===== src/rtl/branch_pkg.sv =====
// Shared types for branch resolution: func codes and the registered result.
// Optional statistics counters are enabled with BRANCH_STATS_EN.
package branch_pkg;

    localparam int unsigned BR_XLEN_MAX = 64;

    typedef enum logic [2:0] {
        FNC_BEQ  = 3'b000,
        FNC_BNE  = 3'b001,
        FNC_BLT  = 3'b100,
        FNC_BGE  = 3'b101,
        FNC_BLTU = 3'b110,
        FNC_BGEU = 3'b111
    } br_func_e;

    // Target is sized for the widest core; narrower builds use the low bits.
    typedef struct packed {
        logic                   taken;
        logic [BR_XLEN_MAX-1:0] target;
        logic                   mispredict;
        logic                   illegal;
    } br_res_t;

endpackage


===== src/rtl/branch_cmp.sv =====
// Combinational branch condition evaluator.
// Unsupported func codes report illegal and a false condition.
module branch_cmp
    import branch_pkg::*;
#(
    parameter int unsigned XLEN = 32
) (
    input  logic [XLEN-1:0] i_rs1,
    input  logic [XLEN-1:0] i_rs2,
    input  logic [2:0]      i_func,
    output logic            o_cond,
    output logic            o_illegal
);

    logic w_eq;
    logic w_lt;
    logic w_ltu;

    assign w_eq  = (i_rs1 == i_rs2);
    assign w_lt  = ($signed(i_rs1) < $signed(i_rs2));
    assign w_ltu = (i_rs1 < i_rs2);

    always_comb begin
        o_cond    = 1'b0;
        o_illegal = 1'b0;
        case (i_func)
            FNC_BEQ:  o_cond = w_eq;
            FNC_BNE:  o_cond = !w_eq;
            FNC_BLT:  o_cond = w_lt;
            FNC_BGE:  o_cond = !w_lt;
            FNC_BLTU: o_cond = w_ltu;
            FNC_BGEU: o_cond = !w_ltu;
            default:  o_illegal = 1'b1;
        endcase
    end

endmodule


===== src/rtl/branch_resolve_unit.sv =====
// Branch/JALR resolution stage with a single-entry registered output.
// Define BRANCH_STATS_EN to add saturating retire/mispredict counters.
module branch_resolve_unit
    import branch_pkg::*;
#(
    parameter int unsigned XLEN       = 32,
    parameter int unsigned ILEN_BYTES = 4
) (
    input  logic            clk,
    input  logic            rst_n,
    input  logic            in_valid,
    output logic            in_ready,
    input  logic [XLEN-1:0] in_rs1,
    input  logic [XLEN-1:0] in_rs2,
    input  logic [2:0]      in_func,
    input  logic            in_is_jalr,
    input  logic [XLEN-1:0] in_pc,
    input  logic [XLEN-1:0] in_imm,
    input  logic            in_pred_taken,
    input  logic [XLEN-1:0] in_pred_target,
    output logic            out_valid,
    input  logic            out_ready,
    output logic            out_taken,
    output logic [XLEN-1:0] out_target,
    output logic            out_mispredict,
    output logic            out_illegal,
    input  logic            flush
`ifdef BRANCH_STATS_EN
    ,
    output logic [31:0]     stat_branches,
    output logic [31:0]     stat_mispredicts
`endif
);

    logic            r_valid;
    br_res_t         r_res;
    br_res_t         w_next;
    logic            w_cond;
    logic            w_cmp_illegal;
    logic            w_taken;
    logic            w_fire;
    logic [XLEN-1:0] w_jalr_sum;
    logic [XLEN-1:0] w_tgt;
    logic            w_unused;

    branch_cmp #(.XLEN(XLEN)) u_cmp (
        .i_rs1     (in_rs1),
        .i_rs2     (in_rs2),
        .i_func    (in_func),
        .o_cond    (w_cond),
        .o_illegal (w_cmp_illegal)
    );

    assign in_ready   = !r_valid || out_ready;
    assign w_fire     = in_valid && in_ready && !flush;
    assign w_jalr_sum = in_rs1 + in_imm;
    assign w_taken    = in_is_jalr || w_cond;

    always_comb begin
        w_tgt = in_pc + XLEN'(ILEN_BYTES);
        if (in_is_jalr)
            w_tgt = {w_jalr_sum[XLEN-1:1], 1'b0};
        else if (w_cond)
            w_tgt = in_pc + in_imm;
    end

    always_comb begin
        w_next            = '0;
        w_next.taken      = w_taken;
        w_next.target     = BR_XLEN_MAX'(w_tgt);
        w_next.illegal    = !in_is_jalr && w_cmp_illegal;
        // Predicted target only matters when both sides say taken.
        w_next.mispredict = (w_taken != in_pred_taken)
                         || (w_taken && in_pred_taken
                             && (w_tgt != in_pred_target));
    end

    always_ff @(posedge clk) begin
        if (!rst_n) begin
            r_valid <= 1'b0;
            r_res   <= '0;
        end else if (flush) begin
            r_valid <= 1'b0;
        end else if (w_fire) begin
            r_valid <= 1'b1;
            r_res   <= w_next;
        end else if (r_valid && out_ready) begin
            r_valid <= 1'b0;
        end
    end

    assign out_valid      = r_valid;
    assign out_taken      = r_res.taken;
    assign out_target     = r_res.target[XLEN-1:0];
    assign out_mispredict = r_res.mispredict;
    assign out_illegal    = r_res.illegal;
    assign w_unused       = ^r_res.target;

`ifdef BRANCH_STATS_EN
    logic [31:0] r_stat_br;
    logic [31:0] r_stat_mis;
    logic        w_retire;

    assign w_retire = r_valid && out_ready && !flush;

    always_ff @(posedge clk) begin
        if (!rst_n) begin
            r_stat_br  <= '0;
            r_stat_mis <= '0;
        end else if (w_retire) begin
            if (r_stat_br != '1)
                r_stat_br <= r_stat_br + 32'd1;
            if (r_res.mispredict && (r_stat_mis != '1))
                r_stat_mis <= r_stat_mis + 32'd1;
        end
    end

    assign stat_branches    = r_stat_br;
    assign stat_mispredicts = r_stat_mis;
`endif

endmodule


===== config.mk =====
export PLATFORM = sky130hd
export DESIGN_NAME = branch_resolve_unit
export DESIGN_NICKNAME = d
export VERILOG_FILES = /design/src/rtl/branch_pkg.sv /design/src/rtl/branch_cmp.sv /design/src/rtl/branch_resolve_unit.sv
export SDC_FILE = /design/constraint.sdc
export NUM_CORES = 1
export LEC_CHECK = 0
export BUFFER_PORTS_ARGS = -buffer_cell sky130_fd_sc_hd__buf_4
export CORE_MARGIN = 2
export CORE_UTILIZATION = 50
export DETAILED_ROUTE_END_ITERATION = 8
export PLACE_DENSITY_LB_ADDON = 0.1
export RECOVER_POWER = 100
export SLEW_MARGIN = 10
export SYNTH_ARGS = -nofsm -noshare
export SYNTH_HDL_FRONTEND = slang
export SYNTH_HIERARCHICAL = 1
export SYNTH_SLANG_ARGS = --single-unit

===== constraint.sdc =====
create_clock -name clk -period 7.1 [get_ports clk]
set_input_delay 1.065 -clock clk [delete_from_list [all_inputs] [get_ports clk]]
set_output_delay 1.065 -clock clk [all_outputs]
set_load 0.005 [all_outputs]

==> impl_metrics.yaml, run 1 <==
synthesis:
  synth_area_leader_cell: "ha_1"
  synth_edf_count: 0
  synthMuxAreaShare: 0.01973
  synth_area_leaders: "ha_1, dfxtp_1, a21oi_1"
  synth.most_common_cell: "nand2_1"
  ys_warn_count: 6
  seq_area_frac_synth: 0.09240
  async_flop_share: 0
  synthCells: 1112
  synth_top_area_share: 0.1524
  syn-num-nets: 1379
  synth_common_cells: "nand2_1, a21oi_1, ha_1"
  synth_top_family_by_area: "compound AO/OA/AOI/OAI gates"
  synth_cell_type_count: 81
  synth-compound-area-share: 0.3181
  synth_fa_ha_area_frac: 0.1575
  synth_xor_area_frac: 0.1022
  syn-cell-area_um2: 7800
  synthFlopType: "dfxtp_1"
  synth_simple_gate_area_share: 0.2575
  syn_avg_cell_area_um2: 7.014
  synth-seq-cells: 36
layout:
  nNetsFinal: 1544
  diodes: 0
  area_growth_pct: 21.98
  final_layout_size_suffix_gt1_frac: 0.1886
clock_network:
  cts.sinks: 36
  post_cts_buffers: 0
  cts_hold_buffers: 0
  cts_resized: 0
  cts_tree: "done"
  cts-root-buf: "clkbuf_16"
  path_clk_slew_ps: 60
  htree_levels: 2
  clock_path_buffers: 2
  numCtsBuffers: 5
  clk_latency_ps: 280
placement:
  hpwl_um: 24840
  preCtsSetupSlack_ps: 1002
  gp_congestion: 0.9897
  io_buffers: 206
global_routing:
  grt.total_usage: 0.3509
  grt_pass1_wl_um: 45820
  antenna_found_initial: 0
  grt_pass1_vias: 8666
  gr-total-overflow: 0
  grt_max_degree: 62
timing:
  setup_viol: 0
  fin_tns_setup_ps: 0
  hold_viol: 0
  final_max_slew_viol_count: 0
  rsz0062_at_grt: "no"
  setup_ws_ps: 971.9
  fin_crit_sh: 0.8631
  fmax_ghz: 0.1632
  max_slew_margin: 0.3084
  fin_skew_ps: 4.582
  fin_crit_ps: 6128
  tightest_slew_ps: 1037
setup_path:
  worstSetupPathType: "input port to flop"
  cp.arrival_ps: 6290
  cp-end-kind: "flop"
  crit_path_max_incr_delay_ps: 520
  crit_fanout: 14
  crit_slowest_cell: "or4_1"
  crit_chain: "clkbuf_4, ha_1, a21oi_1, nand2_1, a221oi_1, o22ai_1, or4_1, a31o_1, nor2b_1, clkbuf_1, nand2_1, nor2_1, a221oi_1, o211ai_1, nor3_1, xnor2_1, a211oi_1, nand4_1, nor4_1, a31oi_1"
  worstPathRequired_ps: 7260
  reg2reg_depth: 12
  worst_setup_path_start_kind: "input port"
detailed_routing:
  avgRoutedWirePerCell_um: 20.47
  drtPass1Iterations: 6
  route.detailed.drc: 0
  viasPerCell: 6.423
  drt_iter0_markers: 853
  postRouteWirelength_um: 30010
  dr_total_vias: 9416
  ant_nets: 0
floorplanning:
  coreArea_um2: 15200
  die-height_um: 128.9
  initial_core_util: 0.5131
  die_area_um2: 16620
  num_io_pins: 207
  die_w_um: 128.9
  rows: 45
run_status:
  outcome: "complete, no violations"
pwr:
  p_clk_frac: 0.174
  p_int_uw: 666.9
  worst_ir_drop_vdd_mv: 0.09720
  pwr-share-seq: 0.182
  combPwrFrac: 0.644
  p_sw_uw: 563.7
  p_total_mw: 1.231
  p_sw_frac: 0.4581
  static-leakage-power_nw: 4.135
  cellPowerDensity_nw_per_um2: 129.4
min_path:
  whs_path_depth: 2
  hp-class: "flop to flop"
job:
  max-cap-violations: 0
sequential cells by signal, indices dropped and copies added, names as in the netlist:
| name | cells |
|---|---|
| out_target | 32 |
| out_illegal | 1 |
| out_mispredict | 1 |
| out_taken | 1 |
| out_valid | 1 |
area by class of cell:
class / count / area (µm²)
timing repair buffer: 213 / 1562
sequential: 36 / 720.7
tap: 188 / 235.2
inverter: 51 / 191.4
clock buffer: 5 / 125.1
clock inverter: 3 / 18.77
fill: 1517 / 5688
multi-input combinational: 970 / 6661
path summary, 6_finish.rpt:
| check | slack [ps] | end | from |
|---|---|---|---|
| setup reg to reg | 3690 | out_mispredict | out_valid |
| hold reg to reg | 450 | out_target[30] | out_target[30] |
| hold / removal | 450 | out_target[30] | out_target[30] |
| setup / recovery | 970 | out_mispredict | in_rs1[26] |
cell families (layout without fill, tap and decap cells):
kind of cell	count (synthesis)	count (layout)
xor gates and xnor gates	91	91
and+or+nand+nor	397	397
DFF	36	36
AOI/OAI and AO/OA	370	370
muxes	15	15
adders and majority gates	97	97
buffers and inverters	106	272
power by group through the flow:
stage / Sequential [mW] / Combinational (mW) / Clock (mW)
2_1_floorplan: 0.229 / 0.489 / 0
3_3_place_gp: 0.229 / 0.776 / 0
3_5_place_dp: 0.229 / 0.777 / 0
4_1_cts: 0.225 / 0.781 / 0.214
5_1_grt: 0.226 / 0.860 / 0.224
6_report: 0.225 / 0.792 / 0.214
through the flow:
stage                     instances  hold slack, ps  instance area, µm²  utilization
final                          1466           453.4                9514       0.6258
after floorplan                1112           448.2                7800            -
after global routing           1466           487.3                9514       0.6258
after global placement         1458           447.2                9420       0.6197
after detailed placement       1458           447.0                9420       0.6197
after CTS                      1466           455.1                9564       0.6291
per-layer routing:
metal	wire, µm	global-route usage
met1	12760	0.4603
met2	13390	0.5674
met3	2345	0.05696
met5	0	0
met4	1508	0.1560
cell usage in the layout (no fill, tap or decap), drive strengths merged, types with 6 or more instances in the layout:
| cell | netlist | final |
|---|---|---|
| and3 | 10 | 10 |
| nor4 | 17 | 17 |
| nor2 | 89 | 89 |
| a221oi | 12 | 12 |
| nand4 | 42 | 42 |
| nor3 | 28 | 28 |
| nand3 | 34 | 34 |
| and4 | 11 | 11 |
| nand2b | 6 | 6 |
| nand2 | 109 | 109 |
| nand3b | 6 | 6 |
| a21oi | 108 | 108 |
| mux2i | 12 | 12 |
| o22ai | 8 | 8 |
| buf | 5 | 168 |
| nor2b | 9 | 9 |
| a211oi | 34 | 34 |
| clkbuf | 50 | 50 |
| o21a | 15 | 15 |
| or3 | 16 | 16 |
| xnor2 | 48 | 48 |
| xor2 | 43 | 43 |
| o211ai | 17 | 17 |
| a21o | 24 | 24 |
| ha | 95 | 95 |
| dfxtp | 36 | 36 |
| a31oi | 13 | 13 |
| o31ai | 8 | 8 |
| inv | 50 | 50 |
| o21ai | 63 | 63 |
worst max-delay path: cells and delay by family:
| family | cells | cell delay, ps |
|---|---|---|
| xor+xnor | 1 | 150 |
| buf+inv | 2 | 530 |
| simple gates | 8 | 2060 |
| fa+ha+maj | 1 | 330 |
| compound gates | 8 | 2120 |
Power figures use the tool's default switching activity.
==> inputs of run 2 (changes only) <==
==> constraint.sdc (replaced) <==
create_clock -name clk -period 5.5 [get_ports clk]
set_input_delay 0.825 -clock clk [delete_from_list [all_inputs] [get_ports clk]]
set_output_delay 0.825 -clock clk [all_outputs]
set_load 0.005 [all_outputs]
==> impl_metrics.yaml, run 2 (synthesis results as in run 1) <==
run_status:
  outcome: "complete, but fails checks"
  violations: "max-capacitance violations, max-slew violations"
floorplanning:
  die_w_um: 128.9
  die_area_um2: 16620
  initial_core_util: 0.5131
  die-height_um: 128.9
  num_io_pins: 207
  rows: 45
  coreArea_um2: 15200
detailed_routing:
  ant_nets: 0
  viasPerCell: 6.395
  avgRoutedWirePerCell_um: 20.38
  drtPass1Iterations: 6
  dr_total_vias: 9528
  postRouteWirelength_um: 30360
  drt_iter0_markers: 777
  route.detailed.drc: 0
timing:
  setup_ws_ps: 249.6
  fmax_ghz: 0.1905
  fin_crit_ps: 5250
  final_max_slew_viol_count: 22
  setup_viol: 0
  holdWs_ps: 453.7
  hold_viol: 0
  fin_crit_sh: 0.9546
  max_slew_margin: -0.2851
  tightest_slew_ps: 1923
  fin_tns_setup_ps: 0
  fin_skew_ps: 7.826
clock_network:
  cts-root-buf: "clkbuf_16"
  post_cts_buffers: 0
  numCtsBuffers: 5
  clk_latency_ps: 290
  clock_path_buffers: 2
  path_clk_slew_ps: 60
  htree_levels: 2
  cts_tree: "done"
  cts.sinks: 36
layout:
  fill_cells: 1462
  layout_common_cells: "buf_4, nand2_1, a21oi_1, ha_1, nor2_1"
  largest_register_ffs: 32
  finalNonFillerCells: 1490
  diodes: 0
  layout_commonest_cell: "buf_4"
  stdcell_area_um2: 9749
  nNetsFinal: 1568
  area_growth_pct: 24.99
  final_core_util: 0.6413
  final_layout_size_suffix_gt1_frac: 0.2051
global_routing:
  grt_max_degree: 62
  grt.total_usage: 0.3542
  antenna_found_initial: 0
  grt_pass1_wl_um: 46150
  gr-total-overflow: 0
  grt_pass1_vias: 8842
setup_path:
  cp.arrival_ps: 5420
  worstSetupPathType: "input port to flop"
  worst_setup_path_start_kind: "input port"
  worstPathRequired_ps: 5670
  rrSetupSlack_ps: 1950
  crit_fanout: 9
  reg2reg_depth: 5
  cp-end-kind: "flop"
placement:
  place_area_um2: 9625
  hpwl_um: 25290
  io_buffers: 206
  gp_congestion: 0.9830
  preCtsSetupSlack_ps: -185.2
  dp_cells: 1482
pwr:
  p_total_mw: 1.644
  cellPowerDensity_nw_per_um2: 168.6
  static-leakage-power_nw: 4.253
  worst_ir_drop_vdd_mv: 0.1264
min_path:
  hp-class: "flop to flop"
  whs_path_depth: 2
job:
  max-cap-violations: 1
## run 2: cell count changes in the layout (fill, tap and decap cells not counted), sizes merged
| cell | change |
|---|---|
| buf | +20 |
| clkbuf | +4 |
## run 2: power by group
| part | switching [mW] | total (mW) | internal (mW) |
|---|---|---|---|
| combinational | 0.623 | 1.07 | 0.448 |
| clock | 0.116 | 0.283 | 0.167 |
| sequential | 0.0101 | 0.290 | 0.280 |
## run 2: path summary, 6_finish.rpt
kind	startpoint	endpoint
worst max-delay path	in_rs1[26]	out_mispredict
worst max register to register	out_valid	out_target[2]
worst min register to register	out_target[12]	out_target[12]
worst min-delay path	out_target[12]	out_target[12]
## run 2: per-layer routing
| metal | global-route usage | wire length (µm) | vias to the layer above |
|---|---|---|---|
| met2 | 0.5811 | 13690 | 446 |
| met3 | 0.05489 | 2361 | 72 |
| li1 | - | - | 4591 |
| met4 | 0.1535 | 1458 | 0 |
| met5 | 0 | 0 | - |
| met1 | 0.4612 | 12840 | 4419 |
## run 2: final cells by class
cell class,instances,area (µm²),share of cell area
tap,188,235.2,0.02413
multi-input combinational,970,6699,0.6871
inverter,51,191.4,0.01964
timing repair buffer,237,1759,0.1804
sequential,36,720.7,0.07392
clock buffer,5,125.1,0.01283
clock inverter,3,18.77,0.001925
## run 2: worst max-delay path, cell delays in order
cell and delay, ps:
buf_4 120, ha_1 330, a21oi_1 210, nand2_1 120, a221oi_4 320, o22ai_1 140, or4_1 510, a31o_1 260
buf_12 150, nor2_1 170, clkinv_1 150, ha_1 300, a211o_1 280, nor4_2 280, o2111ai_1 170, a2111oi_2 240
nand4_1 170, nor4_2 170, nand4_1 150, nor4_2 260, a31oi_1 100
## run 2: what timing repair did
action,4_1_cts,5_1_grt
hold endpoints to repair,0,0
setup endpoints to repair,0,1
gates resized for setup,0,5
hold buffers,0,0
